**src/rtl/div_seq_ctrl_pkg.sv**
```systemverilog
// Shared definitions for the divide sequencer and its helpers.
//   ST_*      : 3-bit sequencer state encodings
//   NBIT_DEF  : default operand/result width, shared with the divider instance
package div_seq_ctrl_pkg;

  localparam int unsigned NBIT_DEF = 32;

  localparam int unsigned StateW = 3;

  localparam logic [StateW-1:0] ST_IDLE = 3'd0;
  localparam logic [StateW-1:0] ST_LOAD = 3'd1;
  localparam logic [StateW-1:0] ST_RUN  = 3'd2;
  localparam logic [StateW-1:0] ST_FIX  = 3'd3;
  localparam logic [StateW-1:0] ST_ZERO = 3'd4;

endpackage

```
**src/rtl/div_seq_ctrl_sign_fix.sv**
```systemverilog
// Combinational conditional two's-complement negate.
// Used both for operand magnitudes and for quotient/remainder sign fixup.
//   val_i : input value
//   neg_i : 1 = return -val_i (NBit wrap), 0 = pass through
//   res_c : result (combinational)
module div_sign_fix
  import div_seq_ctrl_pkg::*;
#(
  parameter int unsigned NBit = NBIT_DEF
) (
  input  logic [NBit-1:0] val_i,
  input  logic            neg_i,
  output logic [NBit-1:0] res_c
);

  assign res_c = neg_i ? ((~val_i) + NBit'(1)) : val_i;

endmodule

```
**src/rtl/div_seq_ctrl.sv**
```systemverilog
// Sequencer and HI/LO owner for the iterative restoring divider.
// Inputs : Clk, Reset (async, active-high), Start/Signed/OpA/OpB (divide issue),
//          MthiEn/MtloEn/WrData (HI/LO writes), HiLoRead, Cancel,
//          DivQuot/DivRem/DivDone (divider results).
// Outputs: Hi, Lo, Busy, Stall (combinational), DivZero pulse,
//          DivWork/DivDividend/DivDivisor (divider control).
module div_seq_ctrl
  import div_seq_ctrl_pkg::*;
#(
  parameter int unsigned NBit = NBIT_DEF
) (
  input  logic            Clk,
  input  logic            Reset,
  input  logic            Start,
  input  logic            Signed,
  input  logic [NBit-1:0] OpA,
  input  logic [NBit-1:0] OpB,
  input  logic            MthiEn,
  input  logic            MtloEn,
  input  logic [NBit-1:0] WrData,
  input  logic            HiLoRead,
  input  logic            Cancel,
  output logic [NBit-1:0] Hi,
  output logic [NBit-1:0] Lo,
  output logic            Busy,
  output logic            Stall,
  output logic            DivZero,
  output logic            DivWork,
  output logic [NBit-1:0] DivDividend,
  output logic [NBit-1:0] DivDivisor,
  input  logic [NBit-1:0] DivQuot,
  input  logic [NBit-1:0] DivRem,
  input  logic            DivDone
);

  logic [StateW-1:0] state_q, state_d;
  logic [NBit-1:0]   hi_q, hi_d, lo_q, lo_d;
  logic [NBit-1:0]   dividend_q, dividend_d, divisor_q, divisor_d;
  logic [NBit-1:0]   quot_q, quot_d, rem_q, rem_d;
  logic              qneg_q, qneg_d, rneg_q, rneg_d;
  logic              busy_q, busy_d, work_q, work_d, zero_q, zero_d;

  logic [NBit-1:0]   abs_a_c, abs_b_c, fix_quot_c, fix_rem_c;

  // Operand magnitudes: negate only for a signed divide with a negative operand.
  div_sign_fix #(.NBit(NBit)) u_abs_a (
    .val_i(OpA), .neg_i(Signed & OpA[NBit-1]), .res_c(abs_a_c)
  );
  div_sign_fix #(.NBit(NBit)) u_abs_b (
    .val_i(OpB), .neg_i(Signed & OpB[NBit-1]), .res_c(abs_b_c)
  );

  // Result sign fixup from the flags latched at issue.
  div_sign_fix #(.NBit(NBit)) u_fix_q (
    .val_i(quot_q), .neg_i(qneg_q), .res_c(fix_quot_c)
  );
  div_sign_fix #(.NBit(NBit)) u_fix_r (
    .val_i(rem_q), .neg_i(rneg_q), .res_c(fix_rem_c)
  );

  // State and datapath registers.
  always_ff @(posedge Clk or posedge Reset) begin
    if (Reset) begin
      state_q    <= ST_IDLE;
      hi_q       <= '0;
      lo_q       <= '0;
      dividend_q <= '0;
      divisor_q  <= '0;
      quot_q     <= '0;
      rem_q      <= '0;
      qneg_q     <= 1'b0;
      rneg_q     <= 1'b0;
      busy_q     <= 1'b0;
      work_q     <= 1'b0;
      zero_q     <= 1'b0;
    end else begin
      state_q    <= state_d;
      hi_q       <= hi_d;
      lo_q       <= lo_d;
      dividend_q <= dividend_d;
      divisor_q  <= divisor_d;
      quot_q     <= quot_d;
      rem_q      <= rem_d;
      qneg_q     <= qneg_d;
      rneg_q     <= rneg_d;
      busy_q     <= busy_d;
      work_q     <= work_d;
      zero_q     <= zero_d;
    end
  end

  // Next-state and next-output logic; Cancel overrides everything.
  always_comb begin
    state_d    = state_q;
    hi_d       = hi_q;
    lo_d       = lo_q;
    dividend_d = dividend_q;
    divisor_d  = divisor_q;
    quot_d     = quot_q;
    rem_d      = rem_q;
    qneg_d     = qneg_q;
    rneg_d     = rneg_q;
    zero_d     = 1'b0;

    if (Cancel) begin
      state_d = ST_IDLE;
    end else begin
      case (state_q)
        ST_IDLE: begin
          if (Start) begin
            dividend_d = abs_a_c;
            divisor_d  = abs_b_c;
            qneg_d     = Signed & (OpA[NBit-1] ^ OpB[NBit-1]);
            rneg_d     = Signed & OpA[NBit-1];
            state_d    = (OpB == '0) ? ST_ZERO : ST_LOAD;
          end else begin
            if (MthiEn) hi_d = WrData;
            if (MtloEn) lo_d = WrData;
          end
        end
        ST_LOAD: state_d = ST_RUN;
        ST_RUN: begin
          if (DivDone) begin
            quot_d  = DivQuot;
            rem_d   = DivRem;
            state_d = ST_FIX;
          end
        end
        ST_FIX: begin
          lo_d    = fix_quot_c;
          hi_d    = fix_rem_c;
          state_d = ST_IDLE;
        end
        ST_ZERO: begin
          lo_d    = '0;
          hi_d    = '0;
          zero_d  = 1'b1;
          state_d = ST_IDLE;
        end
        default: state_d = ST_IDLE;
      endcase
    end

    busy_d = (state_d != ST_IDLE);
    work_d = (state_d == ST_RUN);
  end

  assign Hi          = hi_q;
  assign Lo          = lo_q;
  assign Busy        = busy_q;
  assign DivZero     = zero_q;
  assign DivWork     = work_q;
  assign DivDividend = dividend_q;
  assign DivDivisor  = divisor_q;

  // Stall any HI/LO access or new issue while a divide is in flight.
  assign Stall = busy_q & (Start | HiLoRead | MthiEn | MtloEn);

endmodule

```
**config.mk**
```make
export PLATFORM = sky130hd
export DESIGN_NAME = div_seq_ctrl
export DESIGN_NICKNAME = d
export VERILOG_FILES = /design/src/rtl/div_seq_ctrl_pkg.sv /design/src/rtl/div_seq_ctrl_sign_fix.sv /design/src/rtl/div_seq_ctrl.sv
export SDC_FILE = /design/constraint.sdc
export NUM_CORES = 1
export LEC_CHECK = 0
export CAP_MARGIN = 20
export CORE_UTILIZATION = 35
export DETAILED_ROUTE_END_ITERATION = 10
export GPL_ROUTABILITY_DRIVEN = 0
export PLACE_DENSITY_LB_ADDON = 0.3
export RECOVER_POWER = 25
export SYNTH_ARGS = -nofsm -noshare
export SYNTH_HDL_FRONTEND = slang
export SYNTH_SLANG_ARGS = --single-unit
```
**constraint.sdc**
```tcl
create_clock -name Clk -period 12.9 [get_ports Clk]
set_input_delay 1.935 -clock Clk [delete_from_list [all_inputs] [get_ports Clk]]
set_output_delay 1.935 -clock Clk [all_outputs]
set_load 0.01 [all_outputs]
```
==> metrics, run 1 <==
status=finished with violations; failing checks=capacitance limit, slew limit; chip width=between 150 and 200 um; area leader, netlist=dfrtp_1; Slew HR=-263%; Final Hold Fails=0; crit path max fanout=about 120; Mapped Avg Cell Area=9.76 um^2; Clk Latency, worst-skew pair=around 0.44 ns; Final setup viols=0; Fin Setup TNS=0 ns; Critical Path RT=approximately 12 ns; via/cell ratio=approximately 5.3; DP Wirelength=around 24000 um; Mapped Cells=1098; initial antenna violation count=3; post-CTS sizing=0; Via Count=9392; #FFs+latches synth=200; Port Buffers=300; Cell variety after synth=58; depth of the CTS H-tree=4; RSZ-0062 raised after global routing=no; first-pass GRT wire length=~52000 um; largest net degree at the start of global routing=around 120; clock-pin slew on the worst setup and hold paths=roughly 0.070 ns; Crit Path Class=primary input to async pin; worst slew pin tran=roughly 5.4 ns; crit-path max cell delay=about 3 ns; first-pass iteration count of the detailed router=5; number of synthesized flops with an enable pin=0; Die Ht=between 150 and 200 um; Clock Skew=about 0.014 ns; # clock sinks=200; CTS buffer count=17; vias in the first global route=about 9000; cells along the critical path=dlygate4sd3_1 > clkinvlp_2; Period minus WS final=between 6 and 7 ns; dpl ws=between 7 and 8 ns; Yosys top cell area share=46.7%; CP bufs+invs=2; Final #Nets=about 1500; Max-Cap Viols=1; Top FF cell, synth=dfrtp_1; num rows=63; CTS tree=done; Final ANT Viol Nets=0; Clock Path Buffers=2; Post-route DRC=0; cts-stage hold buffer count=0; Largest delay share family, worst path=buffers and inverters; Final WS setup=6.89 ns; Crit-path slowest cell=clkinvlp_2; GR Overflow Total=0; CP arrival=about 5.6 ns; Synth Warn #=0; pwr dens=168 nW/um^2; post-synthesis cell area=about 11000 um^2; Critical Path End Type=async pin; post-CTS setup buffer count=0; WL/cell=~19 um; final critical-path share of the clock period=a little under half; layout cells sized above 1=under 10%; Max Slew Vio Count=about 120; Worst Hold Class=flip-flop to flip-flop; Max Fclk=about 170 MHz; Async S/R FF share, synth=100%; Area Overhead vs Synth=36.9%; Peak VDD IR=around 0.000082 V; Die ar.=between 30000 and 40000 um^2; CP Launch Type=primary input; Initial Util=a little over a third; Synth area leaders=dfrtp_1 47%, xor2_1 6.9%, mux2_2 6.0%, o21ai_0 5.4%, nand2_1 4.5%; Leakage=5.75 nW; register area share after synthesis=a little under half; core area=29900 um^2; final WL=33300 um; DRT iter0 DRCs=697; CTS root buf=clkbuf_16; total global-route track usage=between 20% and 30%; syn nets=~1300; io pins=301
==> cells in the mapped netlist (all sizes together) (2+ instances only) <==
cell and number:
a211o 3, a31oi 19, a22oi 5, and3 6, nand3b 4, dfrtp 200
a311oi 4, or2 4, mux2i 26, a21oi 20, or3 19, o41ai 26
a21o 2, nor2 68, nor4 21, xor2 84, nand3 15, nand2 129
mux2 57, and2 11, o221ai 14, inv 19, nor2b 5, nand4b 3
o21ai 118, nand4 7, o31ai 37, a221oi 11, a211oi 2, clkbuf 58
o211ai 3, nor3 23, o41a 2, nand2b 7, or4 10, a22o 3
xnor2 24, ha 4, buf 14
==> path summary, 6_finish.rpt <==
kind,startpoint,end,slack (ns),cells past startpoint
hold reg to reg,DivDividend[2],DivDividend[2],0.48,2
hold / removal,DivDividend[2],DivDividend[2],0.48,2
setup reg to reg,rem_q[4],Hi[15],10.04,5
setup / recovery,Reset,DivDividend[30],6.89,2
max in group Clk,Start,Stall,7.54,3
min in group asynchronous,Reset,DivZero,3.63,2
==> cells in the final DEF (no fill, tap or decap), types with 7 or more instances in the layout <==
| cell type | n |
|---|---|
| clkdlybuf4s50_1 | 294 |
| dfrtp_1 | 200 |
| nand2_1 | 129 |
| o21ai_0 | 115 |
| xor2_1 | 84 |
| nor2_1 | 68 |
| mux2_2 | 57 |
| o31ai_1 | 37 |
| mux2i_1 | 26 |
| xnor2_1 | 24 |
| o41ai_1 | 23 |
| nor3_1 | 21 |
| nor4_1 | 20 |
| a31oi_1 | 19 |
| or3_1 | 19 |
| inv_1 | 18 |
| a21oi_1 | 17 |
| clkbuf_16 | 17 |
| nand3_1 | 14 |
| o221ai_1 | 14 |
| a221oi_1 | 11 |
| and2_1 | 11 |
| or4_1 | 8 |
| nand4_1 | 7 |
| nand2b_1 | 7 |
==> layer usage <==
layer	share of wire, %	GRT usage, %
met2	47	34.5
met3	9.0	6.89
met5	0.036	0
met1	43	27.5
met4	1.6	5.68
==> report_power, final <==
part           switching (mW)  internal [mW]
Clock                   0.260          0.303
Combinational           0.387          0.471
Sequential              0.213          0.836
Total                   0.860           1.61
==> stage by stage <==
step | cell area (um^2) | hold WS [ns] | cells | power, mW | util (%)
after global routing | 14700 | 0.504 | 1757 | 2.62 | 49.1
after global placement | 14000 | 0.461 | 1723 | 1.90 | 46.9
after detailed placement | 14000 | 0.470 | 1723 | 1.92 | 46.9
after CTS | 14600 | 0.486 | 1755 | 2.49 | 48.9
final | 14700 | 0.480 | 1759 | 2.47 | 49.1
after floorplan | 10700 | 0.501 | 1098 | 1.45 | -
==> layout make-up <==
cell class | count | area [um^2]
multi-input cells | 807 | 5390
clock inverters | 13 | 156
well taps | 390 | 488
diodes | 2 | 5.00
fillers | 2781 | 15200
repair buffers | 309 | 3100
clock buffers | 19 | 453
flip-flops and latches | 200 | 5000
inverters | 19 | 72.6
==> state kept, by name (all words and copies together) (netlist names) <==
register,cells
Busy,1
DivDividend,32
DivDivisor,32
DivWork,1
DivZero,1
Hi,32
Lo,32
qneg_q,1
quot_q,32
rem_q,32
rneg_q,1
state_q,3
==> worst reg2reg max path, delay by kind of cell, from the launching register on <==
family / cells / cell delay [ns]
compound gates: 2 / 0.68
flops: 1 / 0.43
xor+xnor: 1 / 0.29
simple gates: 2 / 1.29
==> logic make-up (layout without fill, tap and decap cells) <==
logic type	after synthesis	after routing	share of synthesized area, %
other	0	2	0
adders and majority gates	4	4	0.467
xor gates and xnor gates	108	108	8.83
AOI/OAI and AO/OA	275	275	16.9
and+or+nand+nor	337	337	15.3
muxes	83	83	8.42
buffers and inverters	91	360	3.35
DFF	200	200	46.7
Power figures use the tool's default switching activity.
==> run 2: changes to the inputs <==
- clock period: 12.9 -> 6.2 ns (I/O delays scaled with it)
==> metrics, run 2 (same netlist as run 1, synthesis figures left out) <==
status=completed; largest net degree at the start of global routing=138; Design Area, Final=14700 um^2; Clock Path Buffers=2; Clk Latency, worst-skew pair=around 0.44 ns; DP Wirelength=24500 um; Tot Pwr=between 5 and 6 mW; Crit-path slowest cell=nor2b_4; Final Hold Fails=0; Die ar.=approximately 31000 um^2; crit-path max cell delay=approximately 0.91 ns; total global-route track usage=about 22%; Port Buffers=300; via/cell ratio=around 5.4; pwr dens=351 nW/um^2; placed standard-cell area=approximately 14000 um^2; Final #Nets=about 1500; crit path max fanout=38; Final setup viols=0; GR Overflow Total=0; Worst setup startpoint=DivDone; Reg area=approximately 5000 um^2; num rows=63; dpl ws=2.19 ns; initial antenna violation count=2; Final WS setup=about 2.6 ns; Max Fclk=roughly 280 MHz; cts-stage hold buffer count=0; core area=approximately 30000 um^2; Die Ht=around 180 um; Critical Path End Type=flip-flop; FF-to-FF End=quot_q[11]; RSZ-0062 raised after global routing=no; CP arrival=around 4 ns; Max-Cap Viols=0; worst slew pin tran=approximately 1 ns; Crit Path Class=primary input to flip-flop; post-CTS setup buffer count=0; chip width=around 180 um; crit path to=quot_q[11]; Via Count=roughly 9400; Max Slew Vio Count=0; Worst Hold Class=flip-flop to flip-flop; Period minus WS final=roughly 3.6 ns; FF-to-FF path depth=4; slack of the worst reg-to-reg path=~3.0 ns; CTS buffer count=17; Final ANT Viol Nets=0; vias in the first global route=a little over 9000; io pins=roughly 300; CP Launch Type=primary input; Initial Util=a little over a third; post-CTS sizing=0; depth of the CTS H-tree=4; fin cells=about 1800; final WL=about 33000 um; highest-count cells in the layout ignoring fill and taps=298 x clkdlybuf4s50_1, 200 x dfrtp_1, 129 x nand2_1; area of the multi-input gates=~5400 um^2; final critical-path share of the clock period=about 58%; Fillers=2746; cells along the critical path=clkdlybuf4s50_1 > nor4bb_1 > nor2b_4 > buf_4 > mux2_2; Placed Cells incl. Taps=1725; Peak VDD IR=roughly 0.00018 V; WL/cell=about 19 um; layout cells sized above 1=under 10%; first-pass GRT wire length=52600 um; Critical Path RT=6.52 ns; commonest non-fill, non-tap cell in the layout=clkdlybuf4s50_1; Leakage=5.77 nW; # clock sinks=200; reg2reg start=state_q[2]; DRT iter0 DRCs=between 700 and 800; Area Overhead vs Synth=37.3%; Clock Skew=roughly 0.018 ns; first-pass iteration count of the detailed router=7; Post-route DRC=0; Slew HR=34.1%; CTS tree=done; CTS root buf=clkbuf_16; Fin Setup TNS=0 ns; clock-pin slew on the worst setup and hold paths=roughly 0.080 ns
-- run 2: cell count changes in the layout (fill, tap and decap cells not counted), sizes merged --
cell | previous run | this run
clkdlybuf4s50 | 294 | 298
buf | 8 | 10
inv | 25 | 24
dlygate4sd3 | 6 | 2
-- run 2: routing by layer --
metal,share of wire [%],GRT usage [%]
met5,0,0
met4,1.1,4.71
met3,8.8,7.22
met2,46,34.1
met1,45,29.0
-- run 2: metrics by stage --
stage / utilization, % / hold WS (ns)
after floorplan: - / 0.501
after global routing: 49.2 / 0.507
after global placement: 47.0 / 0.462
final: 49.2 / 0.481
after detailed placement: 47.1 / 0.469
after CTS: 49.1 / 0.488
-- run 2: where the power goes --
part | switching (mW) | leakage (nW) | total, mW | internal, mW
registers | 0.441 | 2.43 | 2.18 | 1.74
logic | 0.806 | 3.04 | 1.79 | 0.986
clock network | 0.544 | 0.304 | 1.19 | 0.643
-- run 2: critical path: cells and delay by family --
kind          cells  cell delay, ns
mux               1            0.39
simple gates      2            1.48
buf+inv           2            1.03
-- run 2: worst min path at each step --
| stage | to | startpoint | cells past startpoint | slack [ns] |
|---|---|---|---|---|
| CTS | DivDividend[5] | DivDividend[5] | 2 | 0.49 |
| global route | Lo[1] | Lo[1] | 2 | 0.51 |
| global placement | DivDividend[8] | DivDividend[8] | 2 | 0.46 |
| floorplan | rem_q[31] | rem_q[31] | 1 | 0.50 |
| finish | DivDividend[5] | DivDividend[5] | 2 | 0.48 |
| detailed placement | DivDividend[5] | DivDividend[5] | 2 | 0.47 |
-- run 2: area by class of cell --
class / instances / share of cell area, %
diodes: 2 / 0.0340
clock buffers: 20 / 3.17
clock inverters: 12 / 1.05
inverters: 19 / 0.493
multi-input cells: 807 / 36.6
flip-flops and latches: 200 / 34.0
well taps: 390 / 3.32
repair buffers: 310 / 21.3
